--- src/rtl/imem_if.sv ---
// Fetch and program-load bus between the PC/IF stage and the loadable instruction memory.
// master = pipeline/loader side, slave = memory side.
interface imem_if;
    logic [31:0] pc;
    logic        fetch_en;
    logic        stall;
    logic        flush;
    logic [31:0] Instruction_Code;
    logic        instr_valid;
    logic        fault;
    logic        ld_valid;
    logic        ld_ready;
    logic [31:0] ld_addr;
    logic [7:0]  ld_data;
    logic        ld_last;
    logic        ld_done;

    modport master (
        output pc, fetch_en, stall, flush,
        input  Instruction_Code, instr_valid, fault,
        output ld_valid, ld_addr, ld_data, ld_last,
        input  ld_ready, ld_done
    );

    modport slave (
        input  pc, fetch_en, stall, flush,
        output Instruction_Code, instr_valid, fault,
        input  ld_valid, ld_addr, ld_data, ld_last,
        output ld_ready, ld_done
    );
endinterface

--- src/rtl/imem_loadable.sv ---
// Byte-addressed, runtime-loadable instruction memory with a registered, stallable, flushable fetch port.
// Optional address checking is enabled by defining IMEM_FAULT_CHECK_EN.
module imem_loadable #(
    parameter int          DEPTH_BYTES = 256,
    parameter int          AW          = 8,
    parameter logic [31:0] NOP_WORD    = 32'h0000_0000
) (
    input  logic   clk,
    input  logic   reset,
    imem_if.slave  bus
);

    typedef enum logic [0:0] {
        ST_LOAD = 1'b0,
        ST_RUN  = 1'b1
    } state_t;

    state_t      state_r;
    state_t      state_nxt_s;

    logic [7:0]  mem_r [DEPTH_BYTES];

    logic [31:0] instr_r;
    logic        valid_r;
    logic        fault_r;
    logic [31:0] instr_nxt_s;
    logic        valid_nxt_s;
    logic        fault_nxt_s;

    logic        ld_hs_s;
    logic        ld_bad_s;
    logic        ld_we_s;
    logic [AW-1:0] ld_idx_s;

    logic [AW-1:0] idx0_s;
    logic [AW-1:0] idx1_s;
    logic [AW-1:0] idx2_s;
    logic [AW-1:0] idx3_s;
    logic [31:0]   rd_word_s;
    logic          fetch_bad_s;

    // Bits above the index width only matter for range checks.
    logic          unused_hi_s;
    assign unused_hi_s = ^{bus.pc[31:AW], bus.ld_addr[31:AW]};

    // Loader handshake is only possible while loading.
    assign ld_hs_s  = bus.ld_valid && (state_r == ST_LOAD);
    assign ld_idx_s = bus.ld_addr[AW-1:0];
    assign ld_we_s  = ld_hs_s && !ld_bad_s;

    // Byte index arithmetic wraps at AW bits, so the last word can straddle the top of the array.
    assign idx0_s = bus.pc[AW-1:0];
    assign idx1_s = idx0_s + AW'(1);
    assign idx2_s = idx0_s + AW'(2);
    assign idx3_s = idx0_s + AW'(3);
    assign rd_word_s = {mem_r[idx0_s], mem_r[idx1_s], mem_r[idx2_s], mem_r[idx3_s]};

`ifdef IMEM_FAULT_CHECK_EN
    assign fetch_bad_s = (bus.pc[1:0] != 2'b00) || (bus.pc >= 32'(DEPTH_BYTES - 3));
    assign ld_bad_s    = (bus.ld_addr >= 32'(DEPTH_BYTES));
`else
    assign fetch_bad_s = 1'b0;
    assign ld_bad_s    = 1'b0;
`endif

    // Byte array write port; contents are deliberately not reset.
    always_ff @(posedge clk) begin
        if (ld_we_s) begin
            mem_r[ld_idx_s] <= bus.ld_data;
        end
    end

    // Next-state and next fetch-register values.
    always_comb begin
        state_nxt_s = state_r;
        instr_nxt_s = instr_r;
        valid_nxt_s = valid_r;
        fault_nxt_s = fault_r;
        case (state_r)
            ST_LOAD: begin
                instr_nxt_s = NOP_WORD;
                valid_nxt_s = 1'b0;
                fault_nxt_s = ld_hs_s && ld_bad_s;
                if (ld_hs_s && bus.ld_last) begin
                    state_nxt_s = ST_RUN;
                end else begin
                    state_nxt_s = ST_LOAD;
                end
            end
            ST_RUN: begin
                state_nxt_s = ST_RUN;
                if (bus.flush) begin
                    instr_nxt_s = NOP_WORD;
                    valid_nxt_s = 1'b0;
                    fault_nxt_s = 1'b0;
                end else if (bus.stall) begin
                    instr_nxt_s = instr_r;
                    valid_nxt_s = valid_r;
                    fault_nxt_s = fault_r;
                end else if (bus.fetch_en) begin
                    if (fetch_bad_s) begin
                        instr_nxt_s = NOP_WORD;
                        valid_nxt_s = 1'b0;
                        fault_nxt_s = 1'b1;
                    end else begin
                        instr_nxt_s = rd_word_s;
                        valid_nxt_s = 1'b1;
                        fault_nxt_s = 1'b0;
                    end
                end else begin
                    instr_nxt_s = instr_r;
                    valid_nxt_s = 1'b0;
                    fault_nxt_s = 1'b0;
                end
            end
            default: begin
                state_nxt_s = ST_LOAD;
                instr_nxt_s = NOP_WORD;
                valid_nxt_s = 1'b0;
                fault_nxt_s = 1'b0;
            end
        endcase
    end

    // State and fetch output registers.
    always_ff @(posedge clk or negedge reset) begin
        if (!reset) begin
            state_r <= ST_LOAD;
            instr_r <= NOP_WORD;
            valid_r <= 1'b0;
            fault_r <= 1'b0;
        end else begin
            state_r <= state_nxt_s;
            instr_r <= instr_nxt_s;
            valid_r <= valid_nxt_s;
            fault_r <= fault_nxt_s;
        end
    end

    assign bus.Instruction_Code = instr_r;
    assign bus.instr_valid      = valid_r;
    assign bus.fault            = fault_r;
    assign bus.ld_ready         = (state_r == ST_LOAD);
    assign bus.ld_done          = (state_r == ST_RUN);

endmodule

--- src/flat_wrapper.sv ---
// flat-port wrapper written by rule: the top's interface ports become plain ports
module imem_loadable_flat 
#(
    parameter int          DEPTH_BYTES = 256,
    parameter int          AW          = 8,
    parameter logic [31:0] NOP_WORD    = 32'h0000_0000
)
  (clk, reset, bus_pc, bus_fetch_en, bus_stall, bus_flush, bus_Instruction_Code, bus_instr_valid, bus_fault, bus_ld_valid, bus_ld_addr, bus_ld_data, bus_ld_last, bus_ld_ready, bus_ld_done);
  imem_if bus_i ();
  input  logic clk;
  input  logic reset;
  input wire logic [$bits(bus_i.pc)-1:0] bus_pc;
  input wire logic [$bits(bus_i.fetch_en)-1:0] bus_fetch_en;
  input wire logic [$bits(bus_i.stall)-1:0] bus_stall;
  input wire logic [$bits(bus_i.flush)-1:0] bus_flush;
  output wire logic [$bits(bus_i.Instruction_Code)-1:0] bus_Instruction_Code;
  output wire logic [$bits(bus_i.instr_valid)-1:0] bus_instr_valid;
  output wire logic [$bits(bus_i.fault)-1:0] bus_fault;
  input wire logic [$bits(bus_i.ld_valid)-1:0] bus_ld_valid;
  input wire logic [$bits(bus_i.ld_addr)-1:0] bus_ld_addr;
  input wire logic [$bits(bus_i.ld_data)-1:0] bus_ld_data;
  input wire logic [$bits(bus_i.ld_last)-1:0] bus_ld_last;
  output wire logic [$bits(bus_i.ld_ready)-1:0] bus_ld_ready;
  output wire logic [$bits(bus_i.ld_done)-1:0] bus_ld_done;
  assign bus_i.pc = bus_pc;
  assign bus_i.fetch_en = bus_fetch_en;
  assign bus_i.stall = bus_stall;
  assign bus_i.flush = bus_flush;
  assign bus_Instruction_Code = bus_i.Instruction_Code;
  assign bus_instr_valid = bus_i.instr_valid;
  assign bus_fault = bus_i.fault;
  assign bus_i.ld_valid = bus_ld_valid;
  assign bus_i.ld_addr = bus_ld_addr;
  assign bus_i.ld_data = bus_ld_data;
  assign bus_i.ld_last = bus_ld_last;
  assign bus_ld_ready = bus_i.ld_ready;
  assign bus_ld_done = bus_i.ld_done;
  imem_loadable #(.DEPTH_BYTES(DEPTH_BYTES), .AW(AW), .NOP_WORD(NOP_WORD)) u_core (.clk(clk), .reset(reset), .bus(bus_i));
endmodule
--- config.mk ---
export PLATFORM = sky130hd
export DESIGN_NAME = imem_loadable_flat
export DESIGN_NICKNAME = d
export VERILOG_FILES = /design/src/rtl/imem_if.sv /design/src/rtl/imem_loadable.sv /design/src/flat_wrapper.sv
export SDC_FILE = /design/constraint.sdc
export NUM_CORES = 2
export LEC_CHECK = 0
export CORE_MARGIN = 10
export CORE_UTILIZATION = 50
export DETAILED_ROUTE_END_ITERATION = 6
export MAX_ROUTING_LAYER = met4
export PLACE_DENSITY = 0.68
export SYNTH_ARGS = -nofsm -noshare
export SYNTH_HDL_FRONTEND = slang
export SYNTH_SLANG_ARGS = --single-unit
--- constraint.sdc ---
create_clock -name clk -period 2.37 [get_ports clk]
set_input_delay 0.237 -clock clk [delete_from_list [all_inputs] [get_ports clk]]
set_output_delay 0.237 -clock clk [all_outputs]
set_load 0.01 [all_outputs]
==> reports/summary.txt <==
Outcome - finished, violations left
Failing checks - negative setup slack
Routed WL per cell - 40.9 um
Post-DP HPWL - 363 mm
Fillers - 17263
First-pass GRT wire length - 714 mm
Period Utilization, post-route - 120%
HP Class - in -> async
Register area share after synthesis - 48.2%
Fmax achieved - 351 MHz
Core Rows - 186
Area growth syn-to-layout - 27.7%
Multi-input logic area - 65900 sq um
Die Wd - 529 um
Total Power - 96500 uW
CTS buffer count - 220
1st-iter DRT viols - 17502
CTS tree - done
CP most frequent cell - mux4_2
Leak - 0.0562 uW
Vias in the first global route - 93231
Final Hold Viols - 0
Crit path time final - 2850 ps
Clk sink count - 2082
Main synth FF type - edfxtp_1
Vias - 96136
CP endpoint kind - register
Ports - 115
Max incr delay on CP - 540 ps
Skew-Pair Late Insertion Delay - 900 ps
Final setup vio count - 37
GRT Util Overall - 37.3%
Final ANT Viol Nets - 0
RSZ-0062 raised after global routing - true
Nets - 9095
Ys async rst share - 1.63%
Max FO, Critical Path - 2
CP Data Required Time - 3140 ps
DRT Wirelength - 516 mm
Final Max Slew Viols - 0
Fraction of layout cells with a size suffix above 1 - 61.2%
Critical Path Source Type - register
Die area - 280000 sq um
Netlist Area Pre-Place - 129000 sq um
Mean Syn Cell Area - 18.8 sq um
Yosys cell types - 58
Max Cap Violations - 0
Worst path cell trace - mux4_2 > mux4_2 > o21ai_2 > o22ai_2 > or3_4 > a221o_1
R2r setup slk - -480 ps
Worst-path clk slew - 70 ps
Antenna violations before repair - 29
Total nets after synthesis - 6980
Worst reg2reg path depth - 6
PD cells - 584 nW/um^2
Arr. time, crit path - 3620 ps
Final worst setup slack - -478 ps
Starting Density - 50.3%
VDD IR max - 0.893 mV
Global route total overflow - 0
Final hold slack - 113 ps
Root buf cell - clkbuf_16
H-tree depth - 4
Post-synth EDFFs - 2048
Synth Warn # - 0
Reg-to-reg startpoint - u_core.mem_r[137][2]
Skew final - 36.1 ps
Setup CP Type - reg -> reg
Via density per instance - 7.62
Slew headroom - 17.5%
Yosys reg bits - 2082
Post-layout util - 64.3%
Post-Synthesis Cells - 6897
Post-Place Cells - 12030
Critical Path Slowest Stage Cell - mux4_2
Routability congestion estimate - 1.05
IO Port Bufs - 65
Critical Path Source - u_core.mem_r[137][2]
Chip Height - 529 um
Largest net degree at the start of global routing - 129
Fin cells - 12619
DRC violations left - 0
Deepest clock path buffer count - 3
Core area - 257000 sq um
FF-to-FF End - u_core.bus.Instruction_Code[10]
Slew @ Worst Pin - 1240 ps
Sequential Area - 62400 sq um
DR pass1 iterations - 6
## where the power goes
part           leakage, uW  internal [uW]  switching (uW)  total [uW]
logic               0.0338           9300           10900       20200
clock network      0.00351          20100           15500       35700
registers           0.0188          40500             183       40600
total               0.0562          69900           26600       96500
## synth_stat cells, types with 4 or more instances
cell       instances  area (sq um)
mux4_2          2387         53800
edfxtp_1        2048         61500
nand2_1          438          1640
nor2_1           322          1210
clkbuf_1         264           991
buf_2            235          1180
mux2i_1          145          1450
nand3_1          122           611
buf_4            101           758
a21oi_1           94           470
a221oi_1          85           744
buf_1             67           251
o21ai_0           64           320
a22oi_1           62           465
o22ai_1           50           313
o21ai_1           47           235
buf_6             42           473
dfrtp_1           34           851
nand4_1           34           213
a31oi_1           24           150
a221o_1           20           200
a32oi_1           18           158
xnor2_1           18           158
a211oi_1          17           128
and3_1            17           106
a22o_1            16           140
nor2b_1           13          81.3
nor4_1            12          75.1
o211ai_1          12          90.1
a41oi_1           10          87.6
or3_1              7          43.8
nor3_1             6          30.0
o2111ai_1          6          52.6
a2111oi_0          5          43.8
nand2b_1           5          31.3
xor2_1             5          43.8
a41o_1             4          40.0
ha_1               4          50.1
inv_1              4          15.0
o21bai_1           4          30.0
o221ai_1           4          35.0
## critical path: cells and delay by family (launching register included)
kind	cells	cell delay [ps]
and+or+nand+nor	1	390
DFF	1	390
muxes	2	1070
AOI/OAI and AO/OA	3	870
## state kept, by name, indices dropped and copies added (netlist names)
signal / cells
u_core.mem_r: 2048
u_core.bus.instr_valid: 1
u_core.bus.ld_done: 1
u_core.bus.Instruction_Code: 32
## metrics by stage
stage                     setup WS (ps)  area [sq um]  setup TNS [ps]
after global placement            -1660        153000          -52320
after CTS                          -449        164000           -4860
after global routing               -460        165000           -6830
after floorplan                   -1110        131000          -20010
after detailed placement          -1750        153000          -59910
final                              -478        165000           -6540
## worst max path at each step
stage          depth (start not counted)                               to  slack [ps]
2_1_floorplan                         18   u_core.bus.Instruction_Code[1]       -1110
3_3_place_gp                          15  u_core.bus.Instruction_Code[18]       -1660
3_5_place_dp                          12  u_core.bus.Instruction_Code[10]       -1750
4_1_cts                                7  u_core.bus.Instruction_Code[10]        -450
5_1_grt                                7  u_core.bus.Instruction_Code[10]        -460
6_report                               6  u_core.bus.Instruction_Code[10]        -480
## layout by cell type (no fill, tap or decap), drive strengths merged, types with 62 or more instances in the layout
master     n
a22oi     62
mux4    2387
a21oi     95
clkbuf   266
clkinv    92
buf     2515
o21ai    111
nor2     322
edfxtp  2048
a221oi    85
nand2    438
mux2i    145
nand3    122
## final cells by class
class                           instances  area share [%]
Timing Repair Buffer                 2602            15.3
Tap cell                             3384            2.56
Sequential cell                      2082            37.7
Antenna cell                           34          0.0515
Inverter                                7          0.0220
Multi-Input combinational cell       4099            39.9
Clock inverter                        155            1.02
Clock buffer                          256            3.43
## logic make-up (layout without fill, tap and decap cells)
| kind of cell | count (synthesis) | count (layout) | synth area share [%] |
|---|---|---|---|
| AO/OA/AOI/OAI | 553 | 553 | 2.94 |
| XOR/XNOR | 24 | 24 | 0.168 |
| buffers and inverters | 716 | 3020 | 2.84 |
| other | 1 | 35 | 0.00290 |
| flip-flops | 2082 | 2082 | 48.2 |
| adder cells (fa/ha/maj) | 4 | 4 | 0.0387 |
| multiplexers | 2532 | 2532 | 42.7 |
| AND/OR/NAND/NOR | 985 | 985 | 3.18 |
## layer usage
metal  global-route usage [%]  wire [um]
met5                        -          0
met3                     12.8      80600
met1                     44.7     160000
met2                     53.5     231000
met4                     25.3      44500
## timing repair
action,CTS,global route
pin swaps,88,127
hold endpoints to repair,580,0
setup buffers,91,47
gates resized for setup,363,243
gates cloned,21,8
endpoints found under the setup margin,54,35
hold buffers,13,0
Power figures use the tool's default switching activity.
